===== src/rtl/rv32i_mem_pkg.sv =====
// Shared types and constants for the unified instruction/data memory port.
package rv32i_mem_pkg;

  localparam int DMCTRL_W = 3;
  localparam logic [DMCTRL_W-1:0] DMCTRL_WORD = 3'b010;

  typedef enum logic [1:0] {
    IDLE    = 2'd0,
    WAIT_DM = 2'd1,
    WAIT_IF = 2'd2
  } arb_state_t;

endpackage


===== src/rtl/sat_counter.sv =====
// Free-running event counter that sticks at all-ones instead of wrapping.
module sat_counter #(
  parameter int WIDTH = 32
) (
  input  logic             clk,
  input  logic             reset,
  input  logic             inc,
  output logic [WIDTH-1:0] count
);

  logic [WIDTH-1:0] count_q, count_d;

  always_comb begin
    count_d = count_q;
    if (inc && (count_q != {WIDTH{1'b1}})) begin
      count_d = count_q + {{(WIDTH-1){1'b0}}, 1'b1};
    end
  end

  always_ff @(posedge clk) begin
    if (reset) begin
      count_q <= '0;
    end else begin
      count_q <= count_d;
    end
  end

  assign count = count_q;

endmodule


===== src/rtl/mem_port_arbiter.sv =====
// Arbitrates one memory port between fetch and data accesses, data first, and
// generates pipeline stalls. Stall counters are built only with MEM_ARB_PERF_CNT_EN.
module mem_port_arbiter
  import rv32i_mem_pkg::*;
#(
  parameter int ADDR_W = 32,
  parameter int DATA_W = 32
) (
  input  logic                clk,
  input  logic                reset,
  input  logic                if_req,
  input  logic [ADDR_W-1:0]   if_addr,
  input  logic                if_kill,
  output logic                if_valid,
  output logic [DATA_W-1:0]   if_rdata,
  input  logic                dm_req,
  input  logic                dm_we,
  input  logic [DMCTRL_W-1:0] dm_ctrl,
  input  logic [ADDR_W-1:0]   dm_addr,
  input  logic [DATA_W-1:0]   dm_wdata,
  output logic                dm_valid,
  output logic [DATA_W-1:0]   dm_rdata,
  output logic                mem_req,
  output logic                mem_we,
  output logic [DMCTRL_W-1:0] mem_ctrl,
  output logic [ADDR_W-1:0]   mem_addr,
  output logic [DATA_W-1:0]   mem_wdata,
  input  logic                mem_gnt,
  input  logic                mem_rvalid,
  input  logic [DATA_W-1:0]   mem_rdata,
  output logic                stall_f,
  output logic                stall_m,
  output logic [31:0]         perf_if_stall_cnt,
  output logic [31:0]         perf_dm_stall_cnt
);

  arb_state_t        state_q, state_d;
  logic              kill_pend_q, kill_pend_d;
  logic              resp_q, resp_d;
  logic              if_valid_q, if_valid_d;
  logic              dm_valid_q, dm_valid_d;
  logic [DATA_W-1:0] if_rdata_q, if_rdata_d;
  logic [DATA_W-1:0] dm_rdata_q, dm_rdata_d;

  always_comb begin
    state_d     = state_q;
    kill_pend_d = kill_pend_q;
    resp_d      = 1'b0;
    if_valid_d  = 1'b0;
    dm_valid_d  = 1'b0;
    if_rdata_d  = if_rdata_q;
    dm_rdata_d  = dm_rdata_q;
    mem_req     = 1'b0;
    mem_we      = 1'b0;
    mem_ctrl    = '0;
    mem_addr    = '0;
    mem_wdata   = '0;

    unique case (state_q)
      IDLE: begin
        // The IDLE cycle right after a response is the requester's consume
        // cycle: its request is still up, so issuing here would duplicate it.
        if (!resp_q && !reset) begin
          if (dm_req) begin
            mem_req   = 1'b1;
            mem_we    = dm_we;
            mem_ctrl  = dm_ctrl;
            mem_addr  = dm_addr;
            mem_wdata = dm_wdata;
            if (mem_gnt) state_d = WAIT_DM;
          end else if (if_req && !if_kill) begin
            mem_req  = 1'b1;
            mem_ctrl = DMCTRL_WORD;
            mem_addr = if_addr;
            if (mem_gnt) state_d = WAIT_IF;
          end
        end
      end
      WAIT_DM: begin
        if (mem_rvalid) begin
          dm_rdata_d = mem_rdata;
          dm_valid_d = 1'b1;
          resp_d     = 1'b1;
          state_d    = IDLE;
        end
      end
      WAIT_IF: begin
        kill_pend_d = kill_pend_q | if_kill;
        if (mem_rvalid) begin
          resp_d      = 1'b1;
          kill_pend_d = 1'b0;
          state_d     = IDLE;
          if (!(kill_pend_q || if_kill)) begin
            if_rdata_d = mem_rdata;
            if_valid_d = 1'b1;
          end
        end
      end
      default: state_d = IDLE;
    endcase
  end

  always_ff @(posedge clk) begin
    if (reset) begin
      state_q     <= IDLE;
      kill_pend_q <= 1'b0;
      resp_q      <= 1'b0;
      if_valid_q  <= 1'b0;
      dm_valid_q  <= 1'b0;
      if_rdata_q  <= '0;
      dm_rdata_q  <= '0;
    end else begin
      state_q     <= state_d;
      kill_pend_q <= kill_pend_d;
      resp_q      <= resp_d;
      if_valid_q  <= if_valid_d;
      dm_valid_q  <= dm_valid_d;
      if_rdata_q  <= if_rdata_d;
      dm_rdata_q  <= dm_rdata_d;
    end
  end

  assign if_valid = if_valid_q;
  assign if_rdata = if_rdata_q;
  assign dm_valid = dm_valid_q;
  assign dm_rdata = dm_rdata_q;

  assign stall_m = dm_req & ~dm_valid_q;
  assign stall_f = (if_req & ~if_valid_q) | stall_m;

`ifdef MEM_ARB_PERF_CNT_EN
  sat_counter #(.WIDTH(32)) u_if_stall_cnt (
    .clk   (clk),
    .reset (reset),
    .inc   (stall_f & ~stall_m),
    .count (perf_if_stall_cnt)
  );

  sat_counter #(.WIDTH(32)) u_dm_stall_cnt (
    .clk   (clk),
    .reset (reset),
    .inc   (stall_m),
    .count (perf_dm_stall_cnt)
  );
`else
  assign perf_if_stall_cnt = '0;
  assign perf_dm_stall_cnt = '0;
`endif

endmodule


===== config.mk =====
export PLATFORM = sky130hd
export DESIGN_NAME = mem_port_arbiter
export DESIGN_NICKNAME = d
export VERILOG_FILES = /design/src/rtl/rv32i_mem_pkg.sv /design/src/rtl/sat_counter.sv /design/src/rtl/mem_port_arbiter.sv
export SDC_FILE = /design/constraint.sdc
export NUM_CORES = 1
export LEC_CHECK = 0
export ABC_AREA = 0
export ABC_CLOCK_PERIOD_IN_PS = 2000
export BUFFER_PORTS_ARGS = -buffer_cell sky130_fd_sc_hd__buf_2
export CAP_MARGIN = 10
export CORE_AREA = 5 5 128 130
export DETAILED_ROUTE_END_ITERATION = 12
export DIE_AREA = 0 0 133 135
export PLACE_DENSITY = 0.57
export SLEW_MARGIN = 20
export SYNTH_ARGS = -nofsm -noshare
export SYNTH_HDL_FRONTEND = slang
export SYNTH_SLANG_ARGS = --single-unit

===== constraint.sdc =====
create_clock -name clk -period 2 [get_ports clk]
set_input_delay 0.3 -clock clk [delete_from_list [all_inputs] [get_ports clk]]
set_output_delay 0.3 -clock clk [all_outputs]
set_load 0.005 [all_outputs]

# Word-level counts from Yosys, hierarchy flattened
# Cells that the tools add are included.
[totals]
register_bits = 70
input_bits = 139
out_inout_bits = 201
wordCells = 66
[classes]
n_eq_ne = 6
mux = 28
n_bitwise = 11
n_reduce_logical = 14
[ops]
columns = ["op", "n"]
rows = [
  ["$mux 32", 7],
  ["$mux 2", 7],
  ["$mux 1", 10],
  ["$mux 3", 3],
  ["$not 1->1", 7],
  ["$reduce_or 2->1", 3],
  ["$ne 2x2->1 const B", 2],
  ["$pmux 2 s2", 1],
  ["$reduce_and 4->1", 1],
  ["$logic_not 1->1", 3],
  ["$ne 3x3->1 const B", 1],
  ["$reduce_and 3->1", 1],
  ["$reduce_or 3->1", 1],
  ["$and 1x1->1", 2],
  ["$eq 2x1->1 const B", 1],
  ["$eq 2x2->1 const B", 1],
  ["$logic_and 1x1->1", 2],
  ["$logic_not 2->1", 1],
  ["$ne 2x1->1 const B", 1],
  ["$or 1x1->1", 2],
  ["$reduce_and 2->1", 1],
  ["$logic_or 1x1->1", 1],
]

# Longest topological paths before layout
# Gate-level depths: netlist (run 1).
[depth]
word_depth = 6
depth_mapped = 8
mapped_depth_nobuf = 6

# Least setup slack after synthesis (run 1)
# OpenSTA, ideal clock, no wires.
[synth_timing]
path_type = "reg2out"
from = "register state_q[0]"
to = "output mem_wdata[10]"
t_arrival_ps = 1251
t_required_ps = 1700
setup_slack_ps = 449
stages_incl_launch_ff = 7
n_path_buf = 1
path_cell_list = "dfxtp_1 -> inv_1 -> ha_1 -> inv_1 -> nor3_2 -> clkbuf_1 -> and3_1"
[synth_between]
elab_chain_len = 2
[synth_lines]
columns = ["element", "line_no", "text"]
rows = [
  ["from (decl)", "mem_port_arbiter.sv:37", "arb_state_t state_q, state_d;"],
  ["from (signal assigned)", "mem_port_arbiter.sv:113", "state_q <= state_d;"],
  ["$logic_not 2->1", "mem_port_arbiter.sv:59", "unique case (state_q)"],
  ["$mux 32", "mem_port_arbiter.sv:59", ""],
  ["to (decl)", "mem_port_arbiter.sv:27", "output logic [DATA_W-1:0] mem_wdata,"],
]
# No other way between the ends.

# Final worst setup path (run 1)
[layout_timing]
from = "register state_q[0]"
to = "output mem_wdata[21]"
# Same word-level chain as after synthesis.

==> results of run 1 <==
cell families (layout without fill, tap and decap cells):
kind of cell / after synthesis / after routing / synth area share
other: 1 / 64 / 0.00101
adders and majority gates: 4 / 4 / 0.0135
DFF: 70 / 70 / 0.378
muxes: 2 / 2 / 0.00539
buffers and inverters: 109 / 319 / 0.186
and+or+nand+nor: 215 / 215 / 0.252
AOI/OAI and AO/OA: 104 / 104 / 0.165
flip-flops by register name, summed over array words and instances (netlist names):
| signal | flops |
|---|---|
| dm_rdata | 32 |
| if_rdata | 32 |
| state_q | 2 |
| dm_valid | 1 |
| if_valid | 1 |
| kill_pend_q | 1 |
| resp_q | 1 |
through the flow:
step,cells,power (mW),area [µm²]
6_report,966,3.76,5600
5_1_grt,966,3.96,5600
4_1_cts,957,3.68,5310
3_5_place_dp,941,2.21,5040
3_3_place_gp,941,2.21,5040
2_1_floorplan,568,1.91,3950
cells in the final DEF, fill, tap and decap left out, types with 3 or more instances in the layout:
master,instances
a21oi_1,67
a22oi_1,32
and3_1,24
and3_4,11
buf_12,4
buf_2,264
buf_4,12
buf_6,14
clkbuf_16,12
clkinvlp_4,3
conb_1,64
dfxtp_1,68
ha_1,3
inv_1,3
nand2_1,132
nor2_1,38
nor3_4,3
path summary, 6_finish.rpt:
path / from / to / slack, ps / depth (start not counted)
worst min register to register: dm_rdata[20] / dm_rdata[20] / 450 / 2
worst max-delay path: state_q[0] / mem_wdata[21] / 9 / 8
worst max register to register: state_q[0] / if_rdata[27] / 330 / 8
worst min-delay path: mem_rdata[30] / if_rdata[30] / 210 / 3
worst min-delay path: stages:
cell	delay (ps)
buf_2	100
nand2_1	50
a21oi_1	50
routing by layer:
metal  global-route usage  wire [µm]  up-vias
li1                     -          -     2082
met1                0.177       6110     1891
met2                0.268       7910      181
met3               0.0563       1290       18
met4               0.0346        161        4
met5                    0         16        -
repair_timing:
action                     CTS  global route
buffers inserted             0             3
resized for setup            0            30
setup endpoints to repair    0            35
where the power goes:
| group | leakage, nW | switching (mW) | internal, mW | total [mW] |
|---|---|---|---|---|
| sequential | 0.566 | 0.0214 | 1.43 | 1.45 |
| combinational | 2.18 | 0.443 | 0.420 | 0.862 |
| clock | 0.122 | 0.603 | 0.839 | 1.44 |
cell type report:
type,instances,area (µm²),share of cell area
multi-input combinational,389,1940,0.347
clock inverter,5,36.3,0.00648
inverter,6,25.0,0.00447
sequential,70,1400,0.251
timing repair buffer,297,1720,0.308
tap,188,235,0.0420
clock buffer,11,233,0.0416
==> key figures, run 1 <==
Run status
  – Status: finished, final reports clean

Timing
  – Slew @ Worst Pin: 576 ps
  – Setup Skew: approximately 3.7 ps
  – Slew Limit Headroom: 0.616
  – Final hold vios: 0
  – F_max: 502 MHz
  – Min Hold Slack: 213 ps
  – Final WS setup: 9.30 ps
  – Minimum clock period: 1990 ps
  – Setup violators final: 0
  – Final TNS setup: 0 ps
  – Pins over their slew limit: 0
  – Final period utilization: 0.995
  – Unrepaired setup endpoints after global routing: yes

Worst setup path
  – Crit path required time: 1700 ps
  – Critical Path, Cell by Cell: inv_2, ha_4, inv_2, nor3_4, buf_12, clkbuf_16, and3_4, buf_6
  – CP Capture Type: output pin
  – Most used cell, CP: inv_2
  – Slowest stage delay, CP: between 300 and 400 ps
  – Worst path slowest cell: dfxtp_2
  – Critical Path Fanout Max: 7
  – Crit path kind: flip-flop to output pin
  – Family with the most delay on the worst path: buffers and inverters
  – CP bufs+invs: 5
  – Startpoint Class: flip-flop
  – Worst EP arrival: 1690 ps

Synth
  – Most used DFF post-synth: dfxtp_1
  – Number of synthesized flops with an enable pin: 0
  – Syn avg cell area: 7.35 µm²
  – Top post-synthesis cells by count: nand2_1, dfxtp_1, a21oi_1
  – Count leader, synth: nand2_1
  – Seq/Total Area, Yosys: 0.378
  – Cell taking the most area after synthesis: dfxtp_1
  – Yosys cell types: 25
  – #FFs+latches synth: 70
  – Mapped cell area: roughly 0.0037 mm²
  – Yosys top cell area share: 0.378
  – Area contributors post-synth: dfxtp_1, nand2_1, buf_4, a21oi_1, a22oi_1
  – Async S/R FF share, synth: 0
  – Syn Inst Count: 505
  – Yosys Warn Count: 0

Place
  – Detailed placement HPWL: around 12 mm
  – IO Port Bufs: 275
  – Place WS: between 300 and 400 ps
  – GPL Wtd Cong: 0.810

Power and ir drop
  – Worst VDD drop: 444 µV
  – P_leak: 2.87 nW
  – Pwr dens: 671 mW/mm²

Floorplanning
  – Top Ports: 340
  – Die Span Y: 135 µm
  – DIE WIDTH: 133 µm
  – Die ar.: 0.0180 mm²
  – Rows: 45
  – Initial Util: 0.247
  – Core footprint: 0.0150 mm²

Drt
  – Avg WL per Cell: between 15 and 20 µm
  – Routed vias: 4176
  – Via/cell ratio: 4.32
  – Post-Route WL: 15.5 mm
  – Iter 0 DRT Violations: 246
  – DRC violations left: 0
  – DRT antenna net count: 0
  – Drt first pass iters: 5

Final layout
  – Core Util, Final: 0.372
  – Nets: just over 900
  – Layout cell share with drive strength beyond 1: 0.425
  – P&R area growth vs syn: 50.9%
  – ANT cells: 0
  – Fill cells: 1639

Clocking
  – Skew-Pair Late Insertion Delay: 330 ps
  – CTS max path bufs: 2
  – Sink Count: 70
  – H-tree level count: 3
  – Clock-pin slew on the worst setup and hold paths: 60 ps
  – CTS Root Cell: clkbuf_16
  – Hold buffers post-CTS: 0
  – CTS tree: yes
  – Cts bufs inserted: 9

Global route
  – Initial antenna violation count: 2
  – First-pass GRT wire length: 21.7 mm
  – Vias in the first global route: 3854
  – All-layer global routing usage: 0.152
  – Total gr overflow: 0
  – Largest net degree at the start of global routing: 54

Flow run
  – Max Cap Violations: 0

Hold path
  – Min-Delay Path Class: input pin to flip-flop
No activity file was read; power rests on OpenSTA's default activity.
==> run 2, diff against run 1 <==
--- a/config.mk
+++ b/config.mk
@@ -5,13 +5,13 @@
 export SDC_FILE = /design/constraint.sdc
 export NUM_CORES = 1
 export LEC_CHECK = 0
-export ABC_AREA = 0
+export ABC_AREA = 1
 export ABC_CLOCK_PERIOD_IN_PS = 2000
 export BUFFER_PORTS_ARGS = -buffer_cell sky130_fd_sc_hd__buf_2
 export CAP_MARGIN = 10
-export CORE_AREA = 5 5 128 130
+export CORE_AREA = 5 5 130 132
 export DETAILED_ROUTE_END_ITERATION = 12
-export DIE_AREA = 0 0 133 135
+export DIE_AREA = 0 0 135 137
 export PLACE_DENSITY = 0.57
 export SLEW_MARGIN = 20
 export SYNTH_ARGS = -nofsm -noshare
==> run 2 against run 1 <==
Compared with the run above: clock-buffer cell count grew 3; combinational power grew 81%; power grew 25%; critical path type unchanged; critical endpoint is now mem_addr[29].
==> key figures, run 2 <==
Place
  – Detailed placement HPWL: 11.4 mm (-2.6%)
  – Cell Area, Placed: 0.00516 mm² (+2.2%)
  – Place WS: 392 ps (+24.2 ps)
  – GPL Wtd Cong: 0.719 (-11%)
  – IO Port Bufs: 275 (unchanged)

Floorplanning
  – Die Span Y: 137 µm (+1.5%)
  – Initial Util: 0.246 (-0.00115)
  – Rows: 46 (+2.2%)
  – DIE WIDTH: 135 µm (+1.5%)
  – Die ar.: 0.0185 mm² (+3.0%)
  – Core footprint: 0.0156 mm² (+3.8%)
  – Top Ports: 340 (unchanged)

Final layout
  – Design area: 0.00543 mm² (-3.0%)
  – Commonest non-fill, non-tap cells in the layout: buf_2, nor2_1, dfxtp_1
  – Fill cells: 1759 (+7.3%)
  – Total area of multi-input combinational cells: 0.00192 mm² (-1.0%)
  – Layout cell share with drive strength beyond 1: 0.392 (-0.0336)
  – Nets: 953 (+4.0%)
  – Most common cell after layout, fill and taps aside: buf_2
  – Core Util, Final: 0.348 (-0.0244)
  – Sequential Area: 0.00140 mm² (-0.18%)
  – ANT cells: 0 (unchanged)
  – P&R area growth vs syn: 41.7%

Drt
  – DRT antenna net count: 0 (unchanged)
  – DRC violations left: 0 (unchanged)
  – Drt first pass iters: 4 (-1)
  – Via/cell ratio: 4.05 (-6.3%)
  – Iter 0 DRT Violations: 177 (-28%)
  – Routed vias: 4174 (-0.048%)
  – Avg WL per Cell: 13.8 µm (-14%)
  – Post-Route WL: 14.2 mm (-8.4%)

Worst setup path
  – Reg-to-reg startpoint: state_q[0]
  – CP Launch Point: state_q[0]
  – R2R cell count: 7 (-1)
  – CP Capture Type: output pin
  – R2R Setup Slk: 460 ps (+130 ps)
  – Crit path required time: 1700 ps (about the same)
  – Crit path kind: flip-flop to output pin
  – Worst EP arrival: 1570 ps (-120 ps)
  – Startpoint Class: flip-flop
  – R2R Path End: if_rdata[11]
  – Critical Path Fanout Max: 31 (+24)

Clocking
  – H-tree level count: 3 (unchanged)
  – Skew-Pair Late Insertion Delay: 330 ps (about the same)
  – Sink Count: 70 (unchanged)
  – CTS max path bufs: 2 (unchanged)
  – CTS tree: yes
  – Clock-pin slew on the worst setup and hold paths: 50 ps (about the same)
  – CTS Root Cell: clkbuf_16
  – Cts bufs inserted: 9 (unchanged)

Synth
  – Mapped cell area: 0.00383 mm² (+3.3%)
  – Count leader, synth: nor2_1
  – Async S/R FF share, synth: 0 (unchanged)
  – Syn Inst Count: 548 (+8.5%)
  – #FFs+latches synth: 70 (unchanged)
  – Area contributors post-synth: dfxtp_1, nor2_1, buf_4, o21ai_0, a22oi_1
  – Yosys top cell area share: 0.366 (-0.0120)
  – Seq/Total Area, Yosys: 0.366 (-0.0120)
  – Number of synthesized flops with an enable pin: 0 (unchanged)
  – Yosys Warn Count: 0 (unchanged)
  – Syn avg cell area: 6.99 µm² (-4.8%)
  – Cell taking the most area after synthesis: dfxtp_1
  – Yosys cell types: 27 (+8.0%)
  – Top post-synthesis cells by count: nor2_1, dfxtp_1, buf_4
  – Most used DFF post-synth: dfxtp_1

Power and ir drop
  – Pwr Total: 4.71 mW (+25%)
  – P_leak: 3.02 nW (+5.3%)
  – Worst VDD drop: 543 µV (+22%)
  – Pwr dens: 868 mW/mm² (+29%)

Run status
  – Status: finished, final reports clean

Flow run
  – Max Cap Violations: 0 (unchanged)

Global route
  – Vias in the first global route: 3836 (-0.47%)
  – First-pass GRT wire length: 20.6 mm (-5.1%)
  – All-layer global routing usage: 0.139 (-0.0134)
  – Total gr overflow: 0 (unchanged)
  – Initial antenna violation count: 0 (-2)
  – Largest net degree at the start of global routing: 37 (-31%)

Hold path
  – Min-Delay Path Class: input pin to flip-flop
  – Hold depth: 3 (unchanged)
  – Hold Path End: if_rdata[5]
  – Beginning of the worst hold path: mem_rdata[5]

Timing
  – Final WS setup: 132 ps (+122 ps)
  – Final period utilization: 0.934 (-0.0611)
  – Setup Skew: 6.01 ps (+2.36 ps)
  – Setup violators final: 0 (unchanged)
  – F_max: 535 MHz (+6.5%)
  – Pins over their slew limit: 0 (unchanged)
  – Minimum clock period: 1870 ps (-122 ps)
  – Final hold vios: 0 (unchanged)
  – Unrepaired setup endpoints after global routing: no
  – Final TNS setup: 0 ps (unchanged)
==> run 2: metal layers <==
layer | vias up | track usage | wire, µm
met1 | 1851 | 0.162 | 5550
li1 | 2137 | - | -
met4 | 0 | 0.0370 | 141
met3 | 11 | 0.0474 | 1420
met2 | 175 | 0.245 | 7080
met5 | - | 0 | 0
==> run 2: metrics by stage <==
step | hold WS (ps) | cells
2_1_floorplan | 372 | 611
3_3_place_gp | 457 | 1015
3_5_place_dp | 467 | 1015
4_1_cts | 198 | 1030
5_1_grt | 209 | 1030
6_report | 206 | 1030
==> run 2: worst max path at each step <==
stage / end
after floorplan: mem_wdata[10]
after global placement: mem_addr[26]
after detailed placement: mem_addr[23]
after CTS: mem_addr[29]
after global routing: mem_addr[29]
final: mem_addr[29]
==> run 2: power breakdown <==
part           internal, mW  total (mW)  switching (mW)
registers              1.61        1.71          0.0984
logic                 0.657        1.56           0.900
clock network         0.899        1.45           0.550
==> run 2: cell type report <==
| cell class | count | share of cell area |
|---|---|---|
| sequential | 70 | 0.258 |
| inverter | 13 | 0.00945 |
| clock inverter | 1 | 0.000922 |
| timing repair buffer | 288 | 0.279 |
| multi-input combinational | 428 | 0.354 |
| tap | 216 | 0.0498 |
| clock buffer | 14 | 0.0486 |
==> run 2: worst max-delay path, stage by stage, from the launching register on <==
cell and delay, ps:
dfxtp_1 340, inv_1 80, ha_1 230, nand2_2 100, buf_6 240, nor2_1 100, buf_2 150
==> run 2: logic make-up (layout without fill, tap and decap cells) <==
| kind of cell | count (synthesis) | count (layout) | synth area share |
|---|---|---|---|
| AO/OA/AOI/OAI | 102 | 102 | 0.158 |
| other | 1 | 64 | 0.000978 |
| buffers and inverters | 113 | 316 | 0.195 |
| AND/OR/NAND/NOR | 258 | 258 | 0.267 |
| adder cells (fa/ha/maj) | 4 | 4 | 0.0131 |
| flip-flops | 70 | 70 | 0.366 |
==> run 2: what timing repair did <==
action | in CTS | in global routing
buffers inserted | 0 | 0
hold buffers | 0 | 0
gates resized for setup | 0 | 1
setup endpoints to repair | 0 | 30
